[config.mk]
export PLATFORM = sky130hd
export DESIGN_NAME = tiamc1_dl_ctrl
export DESIGN_NICKNAME = d
export VERILOG_FILES = /design/src/rtl/tiamc1_dl_pkg.sv /design/src/rtl/tiamc1_dl_fifo.sv /design/src/rtl/tiamc1_dl_ctrl.sv
export SDC_FILE = /design/constraint.sdc
export NUM_CORES = 1
export LEC_CHECK = 0
export BUFFER_PORTS_ARGS = -buffer_cell sky130_fd_sc_hd__buf_4
export CAP_MARGIN = 15
export CORE_MARGIN = 3
export CORE_UTILIZATION = 30
export DETAILED_ROUTE_END_ITERATION = 6
export PLACE_DENSITY = 0.51
export SKIP_LAST_GASP = 1
export SLEW_MARGIN = 20
export SYNTH_ARGS = -nofsm -noshare
export SYNTH_HDL_FRONTEND = slang
export SYNTH_HIERARCHICAL = 1
export SYNTH_SLANG_ARGS = --single-unit
[constraint.sdc]
create_clock -name clk_sys -period 8.8 [get_ports clk_sys]
set_input_delay 2.64 -clock clk_sys [delete_from_list [all_inputs] [get_ports clk_sys]]
set_output_delay 2.64 -clock clk_sys [all_outputs]
set_load 0.005 [all_outputs]
[src/rtl/tiamc1_dl_pkg.sv]
// Shared types and address map for the TIA-MC1 download sequencer.
// Latency: n/a (types, constants and a combinational decode helper only).
// Backpressure: n/a.
package tiamc1_dl_pkg;

  localparam int DL_ADDR_W = 20;

  typedef enum logic [2:0] {
    ST_IDLE,
    ST_LOAD,
    ST_DRAIN,
    ST_HOLD,
    ST_RUN
  } dl_state_t;

  typedef enum logic [1:0] {
    SEL_PROG = 2'd0,
    SEL_TILE = 2'd1,
    SEL_SPR  = 2'd2,
    SEL_PROM = 2'd3
  } dl_sel_t;

  localparam logic [DL_ADDR_W-1:0] REG_PROG_BASE = 20'h00000;
  localparam logic [DL_ADDR_W-1:0] REG_TILE_BASE = 20'h0A000;
  localparam logic [DL_ADDR_W-1:0] REG_SPR_BASE  = 20'h12000;
  localparam logic [DL_ADDR_W-1:0] REG_PROM_BASE = 20'h1A000;
  // First address past the colour PROM; anything here or above is not a ROM byte.
  localparam logic [DL_ADDR_W-1:0] DL_LIMIT      = 20'h1A100;

  typedef struct packed {
    dl_sel_t              sel;
    logic [DL_ADDR_W-1:0] offset;
    logic [7:0]           data;
  } dl_entry_t;

  // Pick the highest region whose base is not above addr and rebase into it.
  function automatic dl_entry_t dl_decode(input logic [DL_ADDR_W-1:0] addr,
                                          input logic [7:0]           data);
    dl_entry_t e;
    e.data = data;
    if (addr >= REG_PROM_BASE) begin
      e.sel    = SEL_PROM;
      e.offset = addr - REG_PROM_BASE;
    end else if (addr >= REG_SPR_BASE) begin
      e.sel    = SEL_SPR;
      e.offset = addr - REG_SPR_BASE;
    end else if (addr >= REG_TILE_BASE) begin
      e.sel    = SEL_TILE;
      e.offset = addr - REG_TILE_BASE;
    end else begin
      e.sel    = SEL_PROG;
      e.offset = addr - REG_PROG_BASE;
    end
    return e;
  endfunction

endpackage

[src/rtl/tiamc1_dl_fifo.sv]
// Generic synchronous FIFO; DEPTH must be a power of two (>= 2).
// Latency: a push is visible at pop_dat/empty the cycle after it is written.
// Backpressure: push while full is ignored unless a pop happens in the same cycle.
// Ports: clk_sys/reset (sync, active-high); push/push_dat in; pop in; pop_dat (head), full, empty out.
module tiamc1_dl_fifo #(
  parameter int WIDTH = 8,
  parameter int DEPTH = 4
) (
  input  logic             clk_sys,
  input  logic             reset,
  input  logic             push,
  input  logic [WIDTH-1:0] push_dat,
  input  logic             pop,
  output logic [WIDTH-1:0] pop_dat,
  output logic             full,
  output logic             empty
);

  localparam int AW = $clog2(DEPTH);

  logic [WIDTH-1:0] mem [DEPTH];
  logic [AW-1:0]    wr_ptr;
  logic [AW-1:0]    rd_ptr;
  logic [AW:0]      count;
  logic             do_push;
  logic             do_pop;

  assign empty   = (count == '0);
  assign full    = (count == (AW+1)'(DEPTH));
  assign do_pop  = pop && !empty;
  // A pop in the same cycle frees the slot the push needs.
  assign do_push = push && (!full || do_pop);
  assign pop_dat = mem[rd_ptr];

  always_ff @(posedge clk_sys) begin
    if (reset) begin
      wr_ptr <= '0;
      rd_ptr <= '0;
      count  <= '0;
    end else begin
      if (do_push) wr_ptr <= wr_ptr + 1'b1;
      if (do_pop)  rd_ptr <= rd_ptr + 1'b1;
      case ({do_push, do_pop})
        2'b10:   count <= count + 1'b1;
        2'b01:   count <= count - 1'b1;
        default: count <= count;
      endcase
    end
  end

  always_ff @(posedge clk_sys) begin
    if (do_push) mem[wr_ptr] <= push_dat;
  end

endmodule

[src/rtl/tiamc1_dl_ctrl.sv]
// Download sequencer: ioctl byte stream -> region-decoded ROM writes, core reset control.
// Latency: a byte written into an idle path presents rom_req the next cycle; 1 byte/cycle with rom_ack high.
// Backpressure: rom_ack low stalls rom_*; FIFO absorbs FIFO_DEPTH more bytes, further bytes are dropped (err_ovf).
// Ports: dl_active/dn_wr/dn_index/dn_addr/dn_data from the HPS; rom_req/rom_ack/rom_sel/rom_addr/rom_data
//        to the memories; core_reset, dl_done, tno, err_ovf, err_range, byte_cnt status.
module tiamc1_dl_ctrl
  import tiamc1_dl_pkg::*;
#(
  parameter int ADDR_W     = 20,
  parameter int FIFO_DEPTH = 4,
  parameter int HOLD_CYC   = 1024
) (
  input  logic              clk_sys,
  input  logic              reset,
  input  logic              dl_active,
  input  logic              dn_wr,
  input  logic [7:0]        dn_index,
  input  logic [ADDR_W-1:0] dn_addr,
  input  logic [7:0]        dn_data,
  output logic              rom_req,
  input  logic              rom_ack,
  output logic [1:0]        rom_sel,
  output logic [ADDR_W-1:0] rom_addr,
  output logic [7:0]        rom_data,
  output logic              core_reset,
  output logic              dl_done,
  output logic [7:0]        tno,
  output logic              err_ovf,
  output logic              err_range,
  output logic [ADDR_W-1:0] byte_cnt
);

  localparam int HW = (HOLD_CYC > 1) ? $clog2(HOLD_CYC) : 1;

  dl_state_t  state;
  logic [HW-1:0] hold_cnt;

  dl_entry_t  in_ent;
  dl_entry_t  fifo_head;
  logic       fifo_full;
  logic       fifo_empty;
  logic       fifo_pop;
  logic       fifo_push;
  logic       rom_wr;
  logic       push_req;
  logic       out_free;
  logic       bypass;
  logic       push_acc;
  logic       push_drop;

  assign in_ent   = dl_decode(DL_ADDR_W'(dn_addr), dn_data);
  assign rom_wr   = dn_wr && (dn_index == 8'd0) && (state == ST_LOAD);
  assign push_req = rom_wr && (dn_addr < ADDR_W'(DL_LIMIT));

  // Output register can take a new entry when empty or being acked this cycle.
  assign out_free  = !rom_req || rom_ack;
  assign fifo_pop  = out_free && !fifo_empty;
  // With nothing queued, the incoming byte goes straight to the output register,
  // which keeps ordering and gives the one-cycle write-to-request latency.
  assign bypass    = push_req && out_free && fifo_empty;
  assign fifo_push = push_req && !bypass;
  assign push_acc  = bypass || (fifo_push && (!fifo_full || fifo_pop));
  assign push_drop = fifo_push && fifo_full && !fifo_pop;

  tiamc1_dl_fifo #(
    .WIDTH ($bits(dl_entry_t)),
    .DEPTH (FIFO_DEPTH)
  ) u_fifo (
    .clk_sys  (clk_sys),
    .reset    (reset),
    .push     (fifo_push),
    .push_dat (in_ent),
    .pop      (fifo_pop),
    .pop_dat  (fifo_head),
    .full     (fifo_full),
    .empty    (fifo_empty)
  );

  // FSM with registered core_reset/dl_done and the per-load status it owns.
  // Pushes only happen in LOAD and the clears only on entry to LOAD, so they never collide.
  always_ff @(posedge clk_sys) begin
    if (reset) begin
      state      <= ST_IDLE;
      hold_cnt   <= '0;
      core_reset <= 1'b1;
      dl_done    <= 1'b0;
      err_ovf    <= 1'b0;
      err_range  <= 1'b0;
      byte_cnt   <= '0;
    end else begin
      unique case (state)
        ST_IDLE, ST_RUN: begin
          if (dl_active) begin
            state      <= ST_LOAD;
            core_reset <= 1'b1;
            dl_done    <= 1'b0;
            err_ovf    <= 1'b0;
            err_range  <= 1'b0;
            byte_cnt   <= '0;
          end
        end
        ST_LOAD: begin
          if (!dl_active) state <= ST_DRAIN;
        end
        ST_DRAIN, ST_HOLD: begin
          if (dl_active) begin
            state     <= ST_LOAD;
            hold_cnt  <= '0;
            err_ovf   <= 1'b0;
            err_range <= 1'b0;
            byte_cnt  <= '0;
          end else if (state == ST_DRAIN) begin
            if (fifo_empty && !rom_req) begin
              state    <= ST_HOLD;
              hold_cnt <= '0;
            end
          end else if (hold_cnt == HW'(HOLD_CYC - 1)) begin
            state      <= ST_RUN;
            core_reset <= 1'b0;
            dl_done    <= 1'b1;
          end else begin
            hold_cnt <= hold_cnt + 1'b1;
          end
        end
        default: state <= ST_IDLE;
      endcase

      if (rom_wr && !push_req) err_range <= 1'b1;
      if (push_drop)           err_ovf   <= 1'b1;
      if (push_acc && (byte_cnt != '1)) byte_cnt <= byte_cnt + 1'b1;
    end
  end

  // Output register and title latch.
  always_ff @(posedge clk_sys) begin
    if (reset) begin
      rom_req  <= 1'b0;
      rom_sel  <= '0;
      rom_addr <= '0;
      rom_data <= '0;
      tno      <= '0;
    end else begin
      if (fifo_pop) begin
        rom_req  <= 1'b1;
        rom_sel  <= fifo_head.sel;
        rom_addr <= ADDR_W'(fifo_head.offset);
        rom_data <= fifo_head.data;
      end else if (bypass) begin
        rom_req  <= 1'b1;
        rom_sel  <= in_ent.sel;
        rom_addr <= ADDR_W'(in_ent.offset);
        rom_data <= in_ent.data;
      end else if (rom_req && rom_ack) begin
        rom_req <= 1'b0;
      end

      if (dn_wr && (dn_index == 8'd1) && (dn_addr == '0)) tno <= dn_data;
    end
  end

endmodule

==> metrics.txt <==
Die W roughly 180 um; Worst Hold Endpoint rom_data[0]; commonest non-fill, non-tap cell in the layout edfxtp_1; # nets final 840; TritonCTS Buffers 24; Setup Viol. Count Final 0; Starting DRT DRC Count roughly 310; Synth Area in Adders roughly 1.5%; postcts setup bufs 0; Hold Slack roughly 0.46 ns; clock skew about 0.02 ns; sequential area share after synthesis 61.2%; Post-Syn Area between 8000 and 9000 sq um; Antenna Nets Post-Route 0; most frequent cells in the layout edfxtp_1 (120), buf_4 (109), nand2_1 (86), dfxtp_1 (84), a21oi_1 (39); TritonRoute pass-1 iters 5; Power Dens Cells a little under 200 nW/um^2; R2R depth 11; xor and xnor area share after synthesis 1.31%; kind of critical path in -> reg; Clk pin slew, worst setup/hold paths 0.06 ns; reg2reg start u_fifo/count[1]; placed cell area slightly below 10,000 sq um; Routed WL 20.9 mm; Final Core Density between 30 and 40%; Peak VDD IR about 200 uV; largest family of logic cells by synthesized area simple AND/OR/NAND/NOR gates; Relative slew margins a little under a third; total core area 28,100 sq um; top-level port count about 100; synth warn 6; Pwr Total between 2 and 2.5 mW; Simple-Gate Fraction of Synth Area about an eighth; antenna cells 0; Rows roughly 60; RSZ-0062 raised after global routing no; Hold Buf Count CTS 0; Synth Area in Compound Gates between 10% and 20%; # fillers 2,804; startpoint types input port; CP Data Required Time 9.21 ns; average size of a mapped cell roughly 13 sq um; delay-heaviest family, CP compound AO/OA/AOI/OAI gates; post-DP HPWL between 10 and 15 mm; total number of vias 5,859; CTS Sinks around 200; vias per cell about 4.9; vias in the first global route just under 6k; Max stage delay cell, worst path nand3_1; Area Growth Syn to Fin 23.1%; Starting Density 30.8%; gr usage total about an eighth; largest net degree at the start of global routing between 70 and 80; Mapped Cells ~690; worst r2r dst u_fifo/count[2]; status completed; Yosys cell types 59; CTS resizes 0; clk_lat worst skew 0.53 ns; fin crit period between 5 and 6 ns; setup TNS 0 ns; RePlAce Congestion roughly 0.74; die area a little over 30,000 sq um; post-route cell area about 11,000 sq um; layout cell share with drive strength beyond 1 24.4%; grt ovf 0; CP max FO 21; Bufs on Longest Clock Path 3; hold wc startpoint rom_data[0]; H-tree levels 1; Largest stage delay, worst path 0.74 ns; critical path arrival approximately 5.7 ns; routed len/inst between 15 and 20 um; Final Hold Viols 0; Critical Path End Type register; Port-buffer cells 103; commonest register cell after synthesis edfxtp_1; Non-Filler Instances approximately 1.2k; Root Buffer Master clkbuf_16; worst slew pin tran about 1.0 ns; Cells after DPL around 1.1k; R2R Setup Slk around 5.5 ns; Hold Path Cell Cnt 2; register bit total from synthesis 205; first-pass GRT wire length about 33 mm; Placement Setup Slack between 2 and 3 ns; worst-path cell chain buf_4 -> or4_4 -> o311ai_2 -> nand3_1 -> o211a_1 -> a211o_1; final worst-path cycle share between 60% and 70%; Max Fclk roughly 0.19 GHz; Mapped Nets about 740; pins over their slew limit 0; chip height between 150 and 200 um; asr flop ratio synth 0%; TritonCTS clock tree built; max-cap check violation count 0; # DRC 0; worst hold path class reg -> reg; number of synthesized flops with an enable pin 120; portion of netlist area occupied by mux cells around 9.1%; WP buf/inv 1; P_leak 3.61 nW; initial antenna violation count 0; fin worst setup slack around 3.5 ns
[final cells by class]
type,count,area (sq um),share of cell area [%]
flip-flops and latches,205,5310,49.7
multi-input cells,430,3170,29.8
repair buffers,110,846,7.93
clock buffers,29,619,5.81
well taps,378,473,4.43
clock inverters,15,180,1.69
inverters,18,67.6,0.633
[state kept, by name, summed over array words and instances, names as in the netlist, named ones only]
signal,count
rom_req,1
rom_sel,2
err_ovf,1
dl_done,1
u_fifo/count,3
u_fifo/mem,120
byte_cnt,20
hold_cnt,10
err_range,1
tno,8
core_reset,1
u_fifo/rd_ptr,2
rom_addr,20
state,3
u_fifo/wr_ptr,2
rom_data,8
[worst max path at each step]
stage / startpoint / endpoint / depth (start not counted)
floorplan: dn_index[1] / u_fifo/count[2] / 12
global placement: dn_addr[10] / byte_cnt[13] / 6
detailed placement: dn_addr[10] / byte_cnt[13] / 6
CTS: dn_addr[10] / byte_cnt[13] / 6
global route: dn_addr[10] / u_fifo/count[2] / 13
finish: dn_addr[10] / byte_cnt[13] / 6
[cells in the mapped netlist (4+ instances only)]
cell       count  area share, %
a2111oi_0     14            1.4
a21o_1        10           0.87
a21oi_1       39            2.3
a22o_1         5           0.51
a22oi_1       14            1.2
a31oi_1       15            1.1
and2_2         4           0.35
and4_1         4           0.40
buf_2          5           0.29
clkbuf_1      23            1.0
dfxtp_1       85             20
edfxtp_1     120             42
ha_1           9            1.3
inv_1         18           0.78
mux2i_1       10            1.2
mux4_2        30            7.8
nand2_1       86            3.7
nand2b_1       8           0.58
nand3_1       18            1.0
nand4_1        9           0.65
nor2_1        33            1.4
nor3_1         7           0.40
nor4_1         6           0.43
o211ai_1       7           0.61
o21ai_0       16           0.92
o31ai_1        6           0.52
or2_2          6           0.43
or3_1         12           0.87
or4_1          9           0.78
xnor2_1        5           0.51
xor2_1         8           0.81
[power breakdown]
part	total (mW)	internal [mW]	switching (mW)
registers	1.02	1.02	0.00151
clock network	0.996	0.595	0.401
logic	0.0596	0.0211	0.0385
[per-layer routing]
layer / routed length (um) / global-route usage (%)
met5: 0 / 0
met4: 423 / 3.00
met3: 1210 / 2.92
met2: 9520 / 21.2
met1: 9710 / 18.8
[worst reg2reg max path, stage by stage (launching register included)]
cell and delay, ns:
dfxtp_1 0.36, nor3_1 0.78, nor2_4 0.40, inv_1 0.17, a21boi_2 0.12, inv_1 0.08, ha_1 0.17, inv_1 0.06
fa_1 0.37, xor2_1 0.16, or3_2 0.40, a21oi_1 0.15
[cell families after synthesis]
kind of cell | count (synthesis)
AND/OR/NAND/NOR | 220
flip-flops | 205
AO/OA/AOI/OAI | 146
buffers and inverters | 52
multiplexers | 41
XOR/XNOR | 13
adder cells (fa/ha/maj) | 10
Power figures use the tool's default switching activity.
